[src/rtl/mult_unit_pkg.sv]
// Shared definitions for the iterative multiplier and its neighbours.
//   - Multiplier FSM state encoding.
//   - Default operand width and iteration counter width.
//   - Decoder function codes for MULT/MULTU and MFHI/MFLO, shared by the
//     decoder and the hazard unit so both agree on what touches HI/LO.
package mult_unit_pkg;

  localparam int MULT_WIDTH = 32;
  localparam int MULT_CNT_W = 6;

  typedef enum logic [1:0] {
    IDLE = 2'd0,
    RUN  = 2'd1,
    FIX  = 2'd2
  } mult_state_e;

  localparam logic [5:0] FUNC_MFHI  = 6'h10;
  localparam logic [5:0] FUNC_MFLO  = 6'h12;
  localparam logic [5:0] FUNC_MULT  = 6'h18;
  localparam logic [5:0] FUNC_MULTU = 6'h19;

  // True for the R-type functions that start a multiply.
  function automatic logic is_mult_func(input logic [5:0] func);
    return (func == FUNC_MULT) || (func == FUNC_MULTU);
  endfunction

  // True for the R-type functions that read HI/LO and must stall on busy.
  function automatic logic is_mfhilo_func(input logic [5:0] func);
    return (func == FUNC_MFHI) || (func == FUNC_MFLO);
  endfunction

endpackage

[src/rtl/mult_unit_if.sv]
// Decoder/hazard-side bundle for the multiplier.
//   master: issuer (decoder + register read) drives start_mult, mult_sign,
//           src_a, src_b and observes busy, done, hi, lo.
//   slave : mult_unit, the reverse.
interface mult_unit_if
  import mult_unit_pkg::*;
#(
  parameter int WIDTH = MULT_WIDTH
);

  logic             start_mult;
  logic             mult_sign;
  logic [WIDTH-1:0] src_a;
  logic [WIDTH-1:0] src_b;
  logic             busy;
  logic             done;
  logic [WIDTH-1:0] hi;
  logic [WIDTH-1:0] lo;

  modport master (
    output start_mult, mult_sign, src_a, src_b,
    input  busy, done, hi, lo
  );

  modport slave (
    input  start_mult, mult_sign, src_a, src_b,
    output busy, done, hi, lo
  );

endinterface

[src/rtl/mult_unit_abs.sv]
// Conditional two's-complement negate.
//   val_i : input value (W bits)
//   neg_i : 1 = output -val_i, 0 = output val_i
//   val_o : result, wraps modulo 2^W (the most negative value maps to itself,
//           which read as unsigned is its correct magnitude)
module mult_unit_abs #(
  parameter int W = 32
) (
  input  logic [W-1:0] val_i,
  input  logic         neg_i,
  output logic [W-1:0] val_o
);

  assign val_o = neg_i ? -val_i : val_i;

endmodule

[src/rtl/mult_unit.sv]
// Iterative radix-2 multiplier for MULT/MULTU, owner of the HI/LO registers.
//   clk, rst_n : clock (rising edge), asynchronous active-low reset
//   bus.slave  : start_mult/mult_sign/src_a/src_b in; busy/done/hi/lo out
// Operands are reduced to magnitudes at start, multiplied unsigned over WIDTH
// shift-add steps, and the sign is reapplied in a final FIX cycle. HI/LO only
// change on that FIX edge; busy covers RUN and FIX so hazards stall readers.
module mult_unit
  import mult_unit_pkg::*;
#(
  parameter int WIDTH = MULT_WIDTH,
  parameter int CNT_W = MULT_CNT_W
) (
  input  logic     clk,
  input  logic     rst_n,
  mult_unit_if.slave bus
);

  if ((1 << CNT_W) <= WIDTH) begin : g_bad_cnt_w
    $error("mult_unit: CNT_W too small to count WIDTH iterations");
  end

  mult_state_e        state_q;
  logic [CNT_W-1:0]   cnt_q;
  logic               sign_q;
  logic [2*WIDTH-1:0] mcand_q;
  logic [WIDTH-1:0]   mplier_q;
  logic [2*WIDTH-1:0] acc_q;
  logic [2*WIDTH-1:0] acc_d;
  logic [WIDTH-1:0]   hi_q;
  logic [WIDTH-1:0]   lo_q;
  logic               done_q;

  logic [WIDTH-1:0]   a_mag;
  logic [WIDTH-1:0]   b_mag;
  logic [2*WIDTH-1:0] prod;

  mult_unit_abs #(.W(WIDTH)) u_abs_a (
    .val_i (bus.src_a),
    .neg_i (bus.mult_sign & bus.src_a[WIDTH-1]),
    .val_o (a_mag)
  );

  mult_unit_abs #(.W(WIDTH)) u_abs_b (
    .val_i (bus.src_b),
    .neg_i (bus.mult_sign & bus.src_b[WIDTH-1]),
    .val_o (b_mag)
  );

  mult_unit_abs #(.W(2*WIDTH)) u_abs_p (
    .val_i (acc_q),
    .neg_i (sign_q),
    .val_o (prod)
  );

  // One shift-add step: multiplicand is pre-shifted, so add it whenever the
  // current low multiplier bit is set.
  assign acc_d = mplier_q[0] ? (acc_q + mcand_q) : acc_q;

  // NOTE: sequential state uses non-blocking assignments so every register
  // samples pre-edge values regardless of statement order.
  always_ff @(posedge clk or negedge rst_n) begin
    if (!rst_n) begin
      // NOTE: the datapath registers are reset too, so an aborted multiply
      // leaves no stale operands or partial product behind.
      state_q  <= IDLE;
      cnt_q    <= '0;
      sign_q   <= 1'b0;
      mcand_q  <= '0;
      mplier_q <= '0;
      acc_q    <= '0;
      hi_q     <= '0;
      lo_q     <= '0;
      done_q   <= 1'b0;
    end else begin
      done_q <= 1'b0;
      unique case (state_q)
        IDLE: begin
          if (bus.start_mult) begin
            sign_q   <= bus.mult_sign & (bus.src_a[WIDTH-1] ^ bus.src_b[WIDTH-1]);
            mcand_q  <= {{WIDTH{1'b0}}, a_mag};
            mplier_q <= b_mag;
            acc_q    <= '0;
            cnt_q    <= '0;
            state_q  <= RUN;
          end
        end
        RUN: begin
          acc_q    <= acc_d;
          mcand_q  <= mcand_q << 1;
          mplier_q <= mplier_q >> 1;
          cnt_q    <= cnt_q + CNT_W'(1);
          if (cnt_q == CNT_W'(WIDTH - 1)) begin
            state_q <= FIX;
          end
        end
        FIX: begin
          {hi_q, lo_q} <= prod;
          done_q       <= 1'b1;
          state_q      <= IDLE;
        end
        default: state_q <= IDLE;
      endcase
    end
  end

  assign bus.busy = (state_q != IDLE);
  assign bus.done = done_q;
  assign bus.hi   = hi_q;
  assign bus.lo   = lo_q;

endmodule

[src/flat_wrapper.sv]
// flat-port wrapper written by rule: the top's interface ports become plain ports
module mult_unit_flat import mult_unit_pkg::*;
#(
  parameter int WIDTH = MULT_WIDTH,
  parameter int CNT_W = MULT_CNT_W
)
  (clk, rst_n, bus_start_mult, bus_mult_sign, bus_src_a, bus_src_b, bus_busy, bus_done, bus_hi, bus_lo);
  mult_unit_if #(.WIDTH(WIDTH)) bus_i ();
  input  logic clk;
  input  logic rst_n;
  input wire logic [$bits(bus_i.start_mult)-1:0] bus_start_mult;
  input wire logic [$bits(bus_i.mult_sign)-1:0] bus_mult_sign;
  input wire logic [$bits(bus_i.src_a)-1:0] bus_src_a;
  input wire logic [$bits(bus_i.src_b)-1:0] bus_src_b;
  output wire logic [$bits(bus_i.busy)-1:0] bus_busy;
  output wire logic [$bits(bus_i.done)-1:0] bus_done;
  output wire logic [$bits(bus_i.hi)-1:0] bus_hi;
  output wire logic [$bits(bus_i.lo)-1:0] bus_lo;
  assign bus_i.start_mult = bus_start_mult;
  assign bus_i.mult_sign = bus_mult_sign;
  assign bus_i.src_a = bus_src_a;
  assign bus_i.src_b = bus_src_b;
  assign bus_busy = bus_i.busy;
  assign bus_done = bus_i.done;
  assign bus_hi = bus_i.hi;
  assign bus_lo = bus_i.lo;
  mult_unit #(.WIDTH(WIDTH), .CNT_W(CNT_W)) u_core (.clk(clk), .rst_n(rst_n), .bus(bus_i));
endmodule
[config.mk]
export PLATFORM = sky130hd
export DESIGN_NAME = mult_unit_flat
export DESIGN_NICKNAME = d
export VERILOG_FILES = /design/src/rtl/mult_unit_pkg.sv /design/src/rtl/mult_unit_if.sv /design/src/rtl/mult_unit_abs.sv /design/src/rtl/mult_unit.sv /design/src/flat_wrapper.sv
export SDC_FILE = /design/constraint.sdc
export NUM_CORES = 1
export LEC_CHECK = 0
export BUFFER_PORTS_ARGS = -buffer_cell sky130_fd_sc_hd__buf_2
export CORE_ASPECT_RATIO = 0.5
export CORE_MARGIN = 2
export CORE_UTILIZATION = 30
export DETAILED_ROUTE_END_ITERATION = 6
export SYNTH_ARGS = -nofsm -noshare
export SYNTH_HDL_FRONTEND = slang
export SYNTH_SLANG_ARGS = --single-unit
[constraint.sdc]
create_clock -name clk -period 7 [get_ports clk]
set_input_delay 0.35 -clock clk [delete_from_list [all_inputs] [get_ports clk]]
set_output_delay 0.35 -clock clk [all_outputs]
set_load 0.005 [all_outputs]
After elaboration in Yosys (flattened, before gate mapping):

Index checks and enable logic that the tools add are counted.

* bits of input ports: 68
* output and inout bits: 66
* flip-flop bits (word level): 234
* word-level logic and storage cells: 47

* reductions and logical operators: 7
* bitwise operators: 4
* equal/unequal tests: 6
* add/sub/neg operators: 5
* muxes and demuxes: 16

Operator list (number)
* two-way mux 64 bit: 4
* one-hot mux 64 bit (2 select lines): 2
* two-way mux 32 bit: 3
* adder 64 bit: 1
* negator 32 bit: 2
* negator 64 bit: 1
* one-hot mux 32 bit (2 select lines): 1
* one-hot mux 6 bit (2 select lines): 1
* adder 6 x 1 -> 6 bit, second input constant: 1
* equality test 6 x 5 -> 1 bit, second input constant: 1
* two-way mux 6 bit: 1
* AND reduction 2 bit: 3
* two-way mux 2 bit: 2
* inequality test 2 x 1 -> 1 bit, second input constant: 2
* one-hot mux 2 bit (2 select lines): 1
* nonzero test 2 bit: 2
* AND 1 bit: 3
* AND reduction 3 bit: 1
* equality test 2 x 1 -> 1 bit, second input constant: 1
* equality test 2 bit, second input constant: 1
* zero test 2 bit: 1
* inequality test 2 bit, second input constant: 1
* two-way mux 1 bit: 1
* XOR 1 bit: 1

Longest topological paths before layout:

* word-level depth: 4
* depth in mapped cells: 13
* depth with buffers taken out: 13

Cells and area by module:

Synthesis repeated with hierarchy kept, for this count alone.

* cell total of the unflattened synthesis: 1744
* area, all modules: 15526.1 µm²

By module, submodules not included
* mult_unit: area an instance 12538.3 µm², cells each 1330, times used 1, seq. area each 5855.6 µm²
* mult_unit_abs at u_core.u_abs_a ...: area an instance 767.0 µm², cells each 108, times used 2, seq. area each 0.0 µm²
* mult_unit_abs at u_core.u_abs_p: area an instance 1453.9 µm², cells each 198, times used 1, seq. area each 0.0 µm²

Worst setup path before layout:

OpenSTA, ideal clock, no wires.

* path type: register -> register
* start point: register u_core.acc_q[26]
* end point: register u_core.hi_q[27] (netlist: u_core.bus.hi[27])
* data required time: 6.868 ns
* clock period less this slack: 3.545 ns
* buffers on the path: 0
* slack: 3.455 ns
* setup time: 0.132 ns
* arrival time: 3.413 ns
* cell stages (with the launch flop): 11
* cells stage by stage: dfrtp_1 or4_4 or4_4 nor4_4 nand2b_2 or3_4 or4_4 or3_4 o31ai_2 xor2_1 o21ai_1

* word-level cells in the longest chain between the ends: 2

Ends and longest elaborated chain
* start: declaration: line mult_unit.sv:27 `logic [2*WIDTH-1:0] acc_q;`
* start signal: assignment: line mult_unit.sv:70 `acc_q <= '0;`
* start signal: assignment: line mult_unit.sv:82 `acc_q <= '0;`
* start signal: assignment: line mult_unit.sv:88 `acc_q <= acc_d;`
* negator 64 bit: line mult_unit_abs.sv:14 `assign val_o = neg_i ? -val_i : val_i;`
* two-way mux 64 bit: line mult_unit_abs.sv:14
* end signal: assignment: line mult_unit.sv:97 `{hi_q, lo_q} <= prod;`
* end: declaration: line mult_unit.sv:29 `logic [WIDTH-1:0] hi_q;`

No other way between the ends.
A chain may end at the register's enable or synchronous reset.

Worst setup path in the final report:

* start point: register u_core.acc_q[4]
* end point: register u_core.hi_q[28] (netlist: u_core.bus.hi[28])

Same word-level chain as after synthesis.

==> flow_metrics.tcl <==
set metrics [dict create \
    status "completed" \
    cts_resized 0 \
    grt.overflow.total 0 \
    numCtsBuffers 26 \
    dieArea_sq_um 51700 \
    drt_first_pass_iters 6 \
    pin_count 134 \
    grt_pass1_vias 12600 \
    crit_type "flip-flop to flip-flop" \
    place_area_sq_um 16200 \
    synth_edf_count 0 \
    hold_class "input port to flip-flop" \
    final_cell_area_sq_um 17000 \
    rsz0062_at_grt "no" \
    final_util_pct 34.9 \
    wire_per_inst_microns 16.6 \
    dp_hpwl_microns 29800 \
    cp.arrival_ns 4.81 \
    worst_pin_slew_ns 1.17 \
    tritoncts "built" \
    maxSlewViolCount 0 \
    grt_max_degree 141 \
    synth_seq_area_share_pct 39.2 \
    ys_warn_count 0 \
    timing.slew.headroom_pct 21.7 \
    syn_area_per_cell_sq_um 8.56 \
    max_freq_mhz 226 \
    grt_first_pass_wirelength_microns 67300 \
    cts.clk_slew.worst_paths_ns 0.06 \
    drt_wl_total_microns 41300 \
    powerDensity_nw_per_um2 399 \
    placed_cells 2437 \
    syn_to_final_growth_pct 14.1 \
    synthArstFlopShare_pct 100 \
    ys_ff_latch 234 \
    tns_ns 0 \
    start_kind "flip-flop" \
    cp_max_fo 6 \
    crit_required_ns 7.38 \
    yosysUniqueCellTypes 63 \
    coreArea_sq_um 48900 \
    final_hold_viol_count 0 \
    cts_max_level 1 \
    stdcell_count 2484 \
    fin_crit_ns 4.43 \
    portBuffers 133 \
    drt-initial-drc-count 890 \
    fp-row-count 57 \
    die_w_microns 319 \
    whs_path_depth 3 \
    clkSinkCount 234 \
    ir_drop_mv 0.166 \
    synthCells 1745 \
    finalSetupViolCount 0 \
    vias_per_cell 5.22 \
    num-nets-final 1953 \
    r2r_cells 9 \
    syn_area_sq_um 14900 \
    drive_above_1_share_pct 11.6 \
    ant_nets 0 \
    vias 13000 \
    synth_nets 1881 \
    clk_latency_ns 0.55 \
    clock_path_buffers 3 \
    finalCritPeriodShare_pct 63.2 \
    finClkSkew_ns 0.0115 \
    die_h_microns 162 \
    p_leak_nw 7.33 \
    drc 0 \
    gp_routability_congestion 0.898 \
    ctsRootBufferMaster "clkbuf_16" \
    cts_setup_buffers 0 \
    antenna_found_initial 2 \
    cap_violations 0 \
    grt.total_usage_pct 15.8 \
    hold_slack_ns 0.0803 \
    endpoint_kind "flip-flop" \
    ys.flop_type "dfrtp_1" \
    start_util_pct 30.6 \
]
## state kept, by name, indices dropped and copies added (netlist names)
register	count
u_core.acc_q	64
u_core.bus.done	1
u_core.bus.hi	32
u_core.bus.lo	32
u_core.cnt_q	6
u_core.mcand_q	64
u_core.mplier_q	32
u_core.sign_q	1
u_core.state_q	2
## synth_stat cells, types with 6 or more instances
library cell / n / area, sq um
a211oi_1: 9 / 67.6
a21o_1: 31 / 233
a21oi_1: 93 / 465
a22oi_1: 59 / 443
a31oi_1: 9 / 56.3
and2_1: 6 / 37.5
and3_1: 8 / 50.1
clkbuf_1: 97 / 364
dfrtp_1: 234 / 5860
ha_1: 67 / 838
inv_1: 35 / 131
nand2_1: 288 / 1080
nand2b_1: 11 / 68.8
nand3_1: 21 / 105
nand4_1: 21 / 131
nor2_1: 61 / 229
nor2b_1: 12 / 75.1
nor3_1: 16 / 80.1
nor4_1: 11 / 68.8
o211ai_1: 7 / 52.6
o21a_1: 6 / 45.0
o21ai_0: 251 / 1260
o21ai_1: 51 / 255
o21bai_1: 17 / 128
o221ai_1: 6 / 52.6
o31ai_1: 26 / 195
o41ai_1: 15 / 131
or3_1: 16 / 100
or4_1: 14 / 105
xnor2_1: 62 / 543
xor2_1: 118 / 1030
## worst max-delay path: stages, from the launching register on
cell and delay [ns]:
dfrtp_1 0.45, or4_4 0.59, nor4_1 0.66, nand4_1 0.45
or4b_1 0.71, or4_1 0.55, or3_1 0.44, o21ai_1 0.18
xor2_1 0.15, o21ai_1 0.07
## metal layers
metal | up-vias | GRT usage (%) | share of wire, %
met5 | - | 0 | 0
met4 | 0 | 5.79 | 3.5
met3 | 68 | 1.82 | 3.0
met2 | 198 | 26.1 | 46
met1 | 6298 | 21.3 | 48
li1 | 6413 | - | -
## report_power, final
group	internal, mW	switching [mW]
clock network	0.823	0.573
registers	1.73	0.482
logic	1.25	1.95
total	3.80	3.00
## cell families after synthesis
logic type | after synthesis | synth area share [%]
flip-flops | 234 | 39.2
AO/OA/AOI/OAI | 616 | 24.9
AND/OR/NAND/NOR | 509 | 16.0
buffers and inverters | 136 | 3.42
adder cells (fa/ha/maj) | 68 | 5.75
multiplexers | 2 | 0.134
XOR/XNOR | 180 | 10.6
## placed cells by master (no fill, tap or decap), drive strengths merged, types with 5 or more instances in the layout
| cell | count |
|---|---|
| nand4 | 22 |
| ha | 67 |
| nor4 | 15 |
| nor2b | 12 |
| o41ai | 16 |
| clkbuf | 36 |
| xnor2 | 62 |
| a21o | 31 |
| nand3 | 21 |
| o31ai | 29 |
| a21oi | 93 |
| dfrtp | 234 |
| o221ai | 6 |
| inv | 35 |
| o21ai | 302 |
| buf | 144 |
| xor2 | 118 |
| or4 | 18 |
| and3 | 8 |
| o21bai | 17 |
| a22oi | 59 |
| nor3 | 16 |
| a31oi | 9 |
| or3 | 18 |
| o21a | 6 |
| a221o | 5 |
| nand2b | 12 |
| and2 | 6 |
| clkinv | 5 |
| nand2 | 288 |
| nor2 | 61 |
| a211oi | 9 |
| o211ai | 7 |
## path summary, 6_finish.rpt
kind / startpoint / endpoint / slack, ns
max in group asynchronous: rst_n / u_core.acc_q[4] / 5.27
hold reg to reg: u_core.bus.hi[8] / u_core.bus.hi[8] / 0.47
setup reg to reg: u_core.acc_q[4] / u_core.bus.hi[28] / 2.57
min in group asynchronous: rst_n / u_core.mcand_q[25] / 0.43
hold / removal: bus_src_b[31] / u_core.mplier_q[31] / 0.08
setup / recovery: u_core.acc_q[4] / u_core.bus.hi[28] / 2.57
## final cells by class
type	count	area [sq um]
Antenna cell	2	5.00
Multi-Input combinational cell	1375	8600
Inverter	35	131
Timing Repair Buffer	145	781
Sequential cell	234	5860
Clock buffer	36	759
Fill cell	5073	31800
Clock inverter	8	92.6
Tap cell	649	812
## repair_timing
action	CTS	global route
endpoints found under the hold margin	94	0
setup endpoints to repair	0	0
hold buffers	1	0
## metrics by stage
step	worst slack, ns	total power, mW
floorplan	3.46	4.49
global placement	2.69	5.37
detailed placement	2.60	5.40
CTS	2.60	6.82
global route	2.35	7.35
finish	2.57	6.80
Power figures use the tool's default switching activity.
